## config.mk

```make
export PLATFORM = sky130hd
export DESIGN_NAME = cache_repl_fifo
export DESIGN_NICKNAME = d
export VERILOG_FILES = /design/src/rtl/cache_repl_fifo.sv
export SDC_FILE = /design/constraint.sdc
export NUM_CORES = 1
export LEC_CHECK = 0
export ABC_AREA = 0
export BUFFER_PORTS_ARGS = -buffer_cell sky130_fd_sc_hd__buf_2
export CAP_MARGIN = 15
export CORE_ASPECT_RATIO = 0.75
export CORE_UTILIZATION = 40
export CTS_CLUSTER_SIZE = 25
export DETAILED_ROUTE_END_ITERATION = 16
export HOLD_SLACK_MARGIN = 0.1
export SETUP_SLACK_MARGIN = 0.15
export SYNTH_ARGS = -nofsm -noshare
export SYNTH_HDL_FRONTEND = slang
export SYNTH_SLANG_ARGS = --single-unit
export TNS_END_PERCENT = 1
```

## constraint.sdc

```tcl
create_clock -name clk -period 4.64 [get_ports clk]
set_input_delay 0.696 -clock clk [delete_from_list [all_inputs] [get_ports clk]]
set_output_delay 0.696 -clock clk [all_outputs]
set_load 0.01 [all_outputs]
```

## src/rtl/cache_repl_fifo.sv

```systemverilog
// Per-set FIFO (optionally LRU) victim selector driven by saturating per-way age counters.
// Optional feature: define CACHE_REPL_LRU_EN so that read hits re-age a way (LRU instead of FIFO).
module cache_repl_fifo #(
  parameter int SETS  = 4,
  parameter int WAYS  = 4,
  parameter int CNT_W = 8,
  localparam int SET_W = $clog2(SETS),
  localparam int WAY_W = $clog2(WAYS)
) (
  input  logic             clk,
  input  logic             rst_n,
  input  logic             lookup_vld,
  input  logic [SET_W-1:0] lookup_set,
  input  logic             fill_vld,
  input  logic [SET_W-1:0] fill_set,
  input  logic [WAY_W-1:0] fill_way,
  input  logic             hit_vld,
  input  logic [SET_W-1:0] hit_set,
  input  logic [WAY_W-1:0] hit_way,
  input  logic             flush,
  output logic             victim_vld,
  output logic [WAY_W-1:0] victim_way,
  output logic             victim_inv
);

  logic [SETS-1:0][WAYS-1:0]            valid_q, valid_d;
  logic [SETS-1:0][WAYS-1:0][CNT_W-1:0] age_q, age_d;
  logic             victim_vld_q, victim_vld_d;
  logic [WAY_W-1:0] victim_way_q, victim_way_d;
  logic             victim_inv_q, victim_inv_d;

`ifndef CACHE_REPL_LRU_EN
  // Hit ports exist for interface compatibility but carry no meaning under FIFO policy.
  logic unused_hit;
  assign unused_hit = ^{hit_vld, hit_set, hit_way};
`endif

  // Flush wins over everything, fill wins over hit; valid ways otherwise age by one.
  always_comb begin
    valid_d = valid_q;
    age_d   = age_q;
    if (flush) begin
      valid_d = '0;
      age_d   = '0;
    end else begin
      for (int s = 0; s < SETS; s++) begin
        for (int w = 0; w < WAYS; w++) begin
          if (fill_vld && fill_set == SET_W'(s) && fill_way == WAY_W'(w)) begin
            valid_d[s][w] = 1'b1;
            age_d[s][w]   = '0;
          end
`ifdef CACHE_REPL_LRU_EN
          else if (hit_vld && hit_set == SET_W'(s) && hit_way == WAY_W'(w) && valid_q[s][w]) begin
            age_d[s][w] = '0;
          end
`endif
          else if (valid_q[s][w] && age_q[s][w] != '1) begin
            age_d[s][w] = age_q[s][w] + 1'b1;
          end
        end
      end
    end
  end

  // Victim is chosen from pre-edge state, so same-cycle updates never affect it.
  logic             found_inv;
  logic [WAY_W-1:0] inv_way;
  logic [WAY_W-1:0] best_way;
  logic [CNT_W-1:0] best_age;

  always_comb begin
    found_inv = 1'b0;
    inv_way   = '0;
    best_way  = '0;
    best_age  = age_q[lookup_set][0];
    for (int w = 0; w < WAYS; w++) begin
      if (!found_inv && !valid_q[lookup_set][w]) begin
        found_inv = 1'b1;
        inv_way   = WAY_W'(w);
      end
    end
    // Strict greater-than keeps ties on the lowest index.
    for (int w = 1; w < WAYS; w++) begin
      if (age_q[lookup_set][w] > best_age) begin
        best_age = age_q[lookup_set][w];
        best_way = WAY_W'(w);
      end
    end
    victim_vld_d = lookup_vld;
    victim_way_d = victim_way_q;
    victim_inv_d = victim_inv_q;
    if (lookup_vld) begin
      victim_way_d = found_inv ? inv_way : best_way;
      victim_inv_d = found_inv;
    end
  end

  always_ff @(posedge clk or negedge rst_n) begin
    if (!rst_n) begin
      valid_q      <= '0;
      age_q        <= '0;
      victim_vld_q <= 1'b0;
      victim_way_q <= '0;
      victim_inv_q <= 1'b0;
    end else begin
      valid_q      <= valid_d;
      age_q        <= age_d;
      victim_vld_q <= victim_vld_d;
      victim_way_q <= victim_way_d;
      victim_inv_q <= victim_inv_d;
    end
  end

  assign victim_vld = victim_vld_q;
  assign victim_way = victim_way_q;
  assign victim_inv = victim_inv_q;

endmodule

```

==> results.py, run 1 <==
metrics = {
    "layout": {
        "fin_cells": 1244,
        "drive_above_1_share_pct": 19.5,
        "fin_area_sq_um": 10400,
        "multi_input_comb_area_sq_um": 4960,
        "areaGrowthSynthToFinish_pct": 19.2,
        "nNetsFinal": 998,
        "nFillCells": 1964,
        "seqCellArea_sq_um": 3700,
    },
    "critical_path": {
        "cpMaxStageDelayCell": "mux4_2",
        "slowest_delay_ns": 0.57,
        "crit_required_ns": 4.95,
        "cp-end-kind": "flop",
        "cpMostUsedCell": "a21oi_1",
        "worstPathArrival_ns": 5.05,
        "r2r_setup_slack_ns": -0.01,
        "cp_max_fo": 8,
        "critPathKind": "in2reg",
        "start_kind": "primary input",
        "cp_cell_sequence": "buf_12 -> buf_12 -> mux4_2 -> inv_1 -> ha_1 -> a21oi_1 -> a21oi_1 -> o22a_2 -> buf_8 -> mux2i_4 -> ha_1 -> nand4_1 -> buf_4 -> o22ai_4 -> buf_6 -> a21o_1 -> ha_4 -> nor2b_1 -> o211ai_1 -> a21oi_1 -> o32a_1 -> nor3b_2 -> o22ai_1",
    },
    "drt": {
        "vias": 6582,
        "first_iter_violations": 489,
        "firstDrtPassIters": 6,
        "wirelength_mm": 21.0,
        "wl_per_cell_um": 16.9,
        "via_per_inst": 5.29,
        "ant_nets": 0,
        "drc": 0,
    },
    "power": {
        "p_switching_uw": 714,
        "pwr-share-comb_pct": 6.8,
        "power_density_nw_per_um2": 293,
        "p_clk_share_pct": 50.4,
        "swShare_pct": 23.4,
        "max-vdd-ir-drop_mv": 0.238,
        "power.internal_uw": 2340,
        "power_uw": 3060,
        "leakagePower_uw": 0.00457,
        "p_seq_share_pct": 42.8,
    },
    "global_route": {
        "grt_first_pass_wirelength_mm": 34.2,
        "grt_max_degree": 104,
        "grt_pass1_vias": 6329,
        "track_usage_pct": 19.7,
        "antenna_found_initial": 1,
        "overflow": 0,
    },
    "clock_tree": {
        "clk_pin_slew_ns": 0.06,
        "numCtsBuffers": 17,
        "cts_root_buffer": "clkbuf_16",
        "cts_tree": "done",
        "clock_sinks": 148,
        "cts_htree_levels": 4,
        "cts_buffer_depth": 2,
        "cts_hold_buf": 0,
        "clk_latency_ns": 0.43,
    },
    "synthesis": {
        "avgSynthCellArea_sq_um": 10.1,
        "ys_types": 55,
        "yosysWarnings": 0,
        "synthesis.area_sq_um": 8750,
        "synth_top_cell_area_share_pct": 42.3,
        "synth.net_count": 927,
        "synthFlopType": "dfrtp_1",
        "ys_seq_area_share_pct": 42.3,
        "synth_common_cells": "nor2_1 (181), dfrtp_1 (148), xor2_1 (62)",
        "synth_area_leader_cell": "dfrtp_1",
        "syn_inst": 871,
        "ys_ff_latch": 148,
        "async_flop_share_pct": 100,
        "yosysMostFrequentCell": "nor2_1",
        "synth_edf_count": 0,
        "synth_area_leaders": "dfrtp_1 (42%), mux4_2 (9.3%), nor2_1 (7.8%)",
    },
    "timing": {
        "drv_slew": 0,
        "finalClockSkew_ns": 0.0106,
        "fin_ws_ns": -0.0991,
        "fmax_ghz": 0.211,
        "finalHoldViolCount": 0,
        "tightest_slew_ns": 0.958,
        "rsz0062_at_grt": "yes",
        "finalSetupTns_ns": -0.142,
        "post-route-period-util_pct": 102,
        "min_period_ns": 4.74,
        "setup_viol": 2,
        "maxSlewHeadroom_pct": 36.2,
    },
    "outcome": {
        "outcome": "finished, violations left",
        "violations": "setup timing",
    },
    "die": {
        "io_pins": 20,
        "core.rowCount": 46,
        "die_width_um": 173,
        "die_h_um": 130,
        "dieArea_sq_um": 22500,
        "start_util_pct": 41.1,
        "coreArea_sq_um": 21300,
    },
    "placement": {
        "gp_congestion": 0.839,
        "placed_area_sq_um": 9510,
        "dp_hpwl_mm": 15.1,
        "io_buffers": 14,
        "placed_cells": 1200,
    },
    "run": {
        "cap_violations": 0,
    },
    "min_path": {
        "hp-class": "in2async",
    },
}
[critical path, delay by kind of cell]
| family | cells | cell delay (ns) |
|---|---|---|
| AO/OA/AOI/OAI | 9 | 1.57 |
| adder cells (fa/ha/maj) | 3 | 0.76 |
| buffers and inverters | 6 | 0.80 |
| multiplexers | 2 | 0.75 |
| AND/OR/NAND/NOR | 3 | 0.44 |
[worst paths after layout]
| kind | depth (start not counted) | start | to |
|---|---|---|---|
| worst max-delay path | 23 | lookup_set[0] | victim_way[1] |
| worst min-delay path | 1 | rst_n | age_q[85] |
| worst max register to register | 22 | age_q[65] | victim_way[1] |
| worst min register to register | 2 | victim_way[0] | victim_way[0] |
| max in group asynchronous | 2 | rst_n | age_q[100] |
| min in group clk | 1 | lookup_vld | victim_vld |
[per-stage QoR]
stage	setup WS, ns	hold slack [ns]	util [%]
floorplan	-0.368	0.400	-
global placement	-0.620	0.509	44.7
detailed placement	-0.654	0.516	44.7
CTS	-0.109	0.435	48.4
global route	-0.300	0.447	49.0
finish	-0.0991	0.389	49.0
[cell families (layout without fill, tap and decap cells)]
| kind of cell | count (synthesis) | in the layout | share of synthesized area [%] |
|---|---|---|---|
| multiplexers | 60 | 60 | 12.1 |
| adder cells (fa/ha/maj) | 40 | 40 | 5.72 |
| XOR/XNOR | 98 | 98 | 9.80 |
| AO/OA/AOI/OAI | 86 | 86 | 6.79 |
| other | 0 | 1 | 0 |
| flip-flops | 148 | 148 | 42.3 |
| buffers and inverters | 56 | 140 | 2.89 |
| AND/OR/NAND/NOR | 383 | 383 | 20.4 |
[placed cells by master, fill, tap and decap left out, types with 17 or more instances in the layout]
cell       instances
a21oi_1           26
mux4_2            36
nand2_1           49
nor2_1           180
xnor2_1           36
ha_1              33
nand3_1           40
xor2_1            62
buf_4             53
and3_1            24
inv_1             29
nand4_1           39
clkbuf_16         17
mux2i_1           18
dfrtp_1          148
[per-layer routing]
layer  vias to the layer above  share of wire, %  wire (um)  global-route usage [%]
met5                         -                 0          0                       0
met4                         0              0.71        150                    4.79
met3                        15               5.4       1140                    4.98
met2                       129                43       9080                    29.1
met1                      3224                51      10600                    28.9
li1                       3214                 -          -                       -
[state kept, by name (all words and copies together), names as in the netlist]
signal      flops
valid_q        16
victim_vld      1
age_q         128
victim_inv      1
victim_way      2
[power by group through the flow]
stage / Clock (uW) / Sequential [uW] / Combinational (uW)
global route: 1620 / 1310 / 230
floorplan: 0 / 1330 / 119
detailed placement: 0 / 1330 / 189
finish: 1540 / 1310 / 207
global placement: 0 / 1330 / 188
CTS: 1570 / 1310 / 204
[cell type report]
type,instances,area share [%]
repair buffers,77,6.15
clock inverters,15,2.19
flip-flops and latches,148,35.5
inverters,31,1.11
clock buffers,17,4.08
multi-input cells,667,47.5
well taps,288,3.45
diodes,1,0.0240
[repair_timing]
item | 4_1_cts | 5_1_grt
cloned | 2 | 0
gates resized for setup | 19 | 19
setup endpoints to repair | 2 | 2
setup buffers | 6 | 3
pin swaps | 12 | 12
Power figures use the tool's default switching activity.
==> run 2: changes to the inputs <==
Settings changed: CORE_UTILIZATION 40 to 33.
==> results.py, run 2 (synthesis results as in run 1) <==
metrics = {
    "outcome": {
        "outcome": "finished, violations left",
        "violations": "setup timing",
    },
    "layout": {
        "mostFrequentLayoutCell": "nor2_1",
        "final_cell_mix": "nor2_1 (181), dfrtp_1 (148), xor2_1 (62)",
        "nNetsFinal": 1007,
        "post-route-util_pct": 40.7,
        "areaGrowthSynthToFinish_pct": 21.0,
        "largest_reg_flops": 128,
        "fin_area_sq_um": 10600,
        "drive_above_1_share_pct": 20.5,
        "top_register": "age_q",
    },
    "die": {
        "die_width_um": 190,
        "dieArea_sq_um": 27200,
        "start_util_pct": 33.6,
        "io_pins": 20,
        "die_h_um": 143,
        "core.rowCount": 51,
        "coreArea_sq_um": 26000,
    },
    "critical_path": {
        "slowest_delay_ns": 0.53,
        "cp-end-kind": "flop",
        "start_kind": "primary input",
        "worstRegToRegCells": 23,
        "crit_required_ns": 4.97,
        "worstPathArrival_ns": 5.00,
        "critPathKind": "in2reg",
        "cpMaxStageDelayCell": "mux4_2",
        "cp_max_fo": 7,
        "regToRegStartpoint": "age_q[97]",
        "r2r_end": "victim_way[0]",
        "r2r_setup_slack_ns": 0.03,
        "cpMostUsedCell": "a21oi_1",
    },
    "global_route": {
        "met1_usage_pct": 24.5,
        "grtUsageMet3_pct": 4.99,
        "grt_pass1_vias": 6299,
        "grt_max_degree": 82,
        "gr-usage-met2_pct": 22.1,
        "antenna_found_initial": 2,
        "grt_first_pass_wirelength_mm": 33.9,
        "top_usage_layer": "met1",
        "overflow": 0,
        "track_usage_pct": 16.2,
    },
    "drt": {
        "vias": 6604,
        "wl_per_cell_um": 15.8,
        "firstDrtPassIters": 8,
        "via_per_inst": 5.05,
        "drc": 0,
        "ant_nets": 0,
        "wirelength_mm": 20.7,
        "first_iter_violations": 552,
    },
    "power": {
        "max-vdd-ir-drop_mv": 0.252,
        "power_density_nw_per_um2": 284,
        "power_uw": 3010,
        "leakagePower_uw": 0.00459,
    },
    "clock_tree": {
        "cts_root_buffer": "clkbuf_16",
        "clock_sinks": 148,
        "cts_hold_buf": 0,
        "numCtsBuffers": 17,
        "cts_buffer_depth": 2,
        "clk_latency_ns": 0.43,
        "clk_pin_slew_ns": 0.06,
        "cts_htree_levels": 4,
        "cts_tree": "done",
    },
    "timing": {
        "finalHoldViolCount": 0,
        "fmax_ghz": 0.214,
        "drv_slew": 0,
        "tightest_slew_ns": 0.814,
        "min_period_ns": 4.67,
        "fin_ws_ns": -0.0292,
        "maxSlewHeadroom_pct": 45.6,
        "setup_viol": 2,
        "post-route-period-util_pct": 101,
        "finalClockSkew_ns": 0.00786,
        "rsz0062_at_grt": "yes",
    },
    "placement": {
        "io_buffers": 14,
        "gp_congestion": 0.812,
        "dp_hpwl_mm": 15.5,
        "placed_area_sq_um": 9690,
    },
    "min_path": {
        "hp-class": "in2async",
    },
    "run": {
        "cap_violations": 0,
    },
}
## run 2: cell types whose count changed in the layout (fill, tap and decap cells not counted), sizes merged
cell / before / now
buf: 77 / 86
inv: 34 / 31
clkinvlp: 1 / 3
clkbuf: 17 / 18
clkinv: 6 / 5
diode: 1 / 2
## run 2: cell type report
class / instances / area (sq um)
timing repair buffer: 86 / 712
clock inverter: 13 / 209
multi-input combinational: 667 / 4990
inverter: 31 / 116
sequential: 148 / 3700
fill: 2485 / 15400
clock buffer: 18 / 429
tap: 344 / 430
antenna: 2 / 5.00
## run 2: metrics by stage
stage	TNS (ns)	setup slack [ns]	instances	hold WS [ns]
after floorplan	-0.693	-0.368	871	0.400
after global placement	-1.13	-0.583	1267	0.511
after detailed placement	-1.24	-0.637	1267	0.546
after CTS	-0.156	-0.0879	1304	0.338
after global routing	-0.431	-0.239	1307	0.367
final	-0.0498	-0.0292	1309	0.299
## run 2: where the power goes
group	internal (uW)	switching (uW)
Combinational	84.9	120
Clock	950	548
Sequential	1300	10.3
Total	2330	678
## run 2: worst max-delay path by stage
| stage | slack (ns) | cells past startpoint | from | end |
|---|---|---|---|---|
| 2_1_floorplan | -0.37 | 24 | lookup_set[0] | victim_way[1] |
| 3_3_place_gp | -0.58 | 24 | lookup_set[0] | victim_way[1] |
| 3_5_place_dp | -0.64 | 22 | lookup_set[0] | victim_way[1] |
| 4_1_cts | -0.09 | 24 | lookup_set[0] | victim_way[1] |
| 5_1_grt | -0.24 | 24 | lookup_set[0] | victim_way[0] |
| 6_report | -0.03 | 25 | lookup_set[0] | victim_way[0] |
## run 2: worst max-delay path, delay by kind of cell
family / cells / cell delay [ns]
AO/OA/AOI/OAI: 9 / 1.50
buffers and inverters: 7 / 0.87
adder cells (fa/ha/maj): 3 / 0.77
multiplexers: 2 / 0.71
AND/OR/NAND/NOR: 4 / 0.42
## run 2: timing repair
item | in CTS | in global routing
pin swaps | 13 | 11
setup buffers | 5 | 3
gates cloned | 1 | 0
gates resized for setup | 21 | 18
endpoints found under the setup margin | 2 | 2
## run 2: layer usage
metal	routed length [um]	vias up	part of all wire [%]
li1	-	3235	-
met1	10700	3244	52
met2	8480	111	41
met3	1320	14	6.4
met4	163	0	0.79
met5	0	-	0
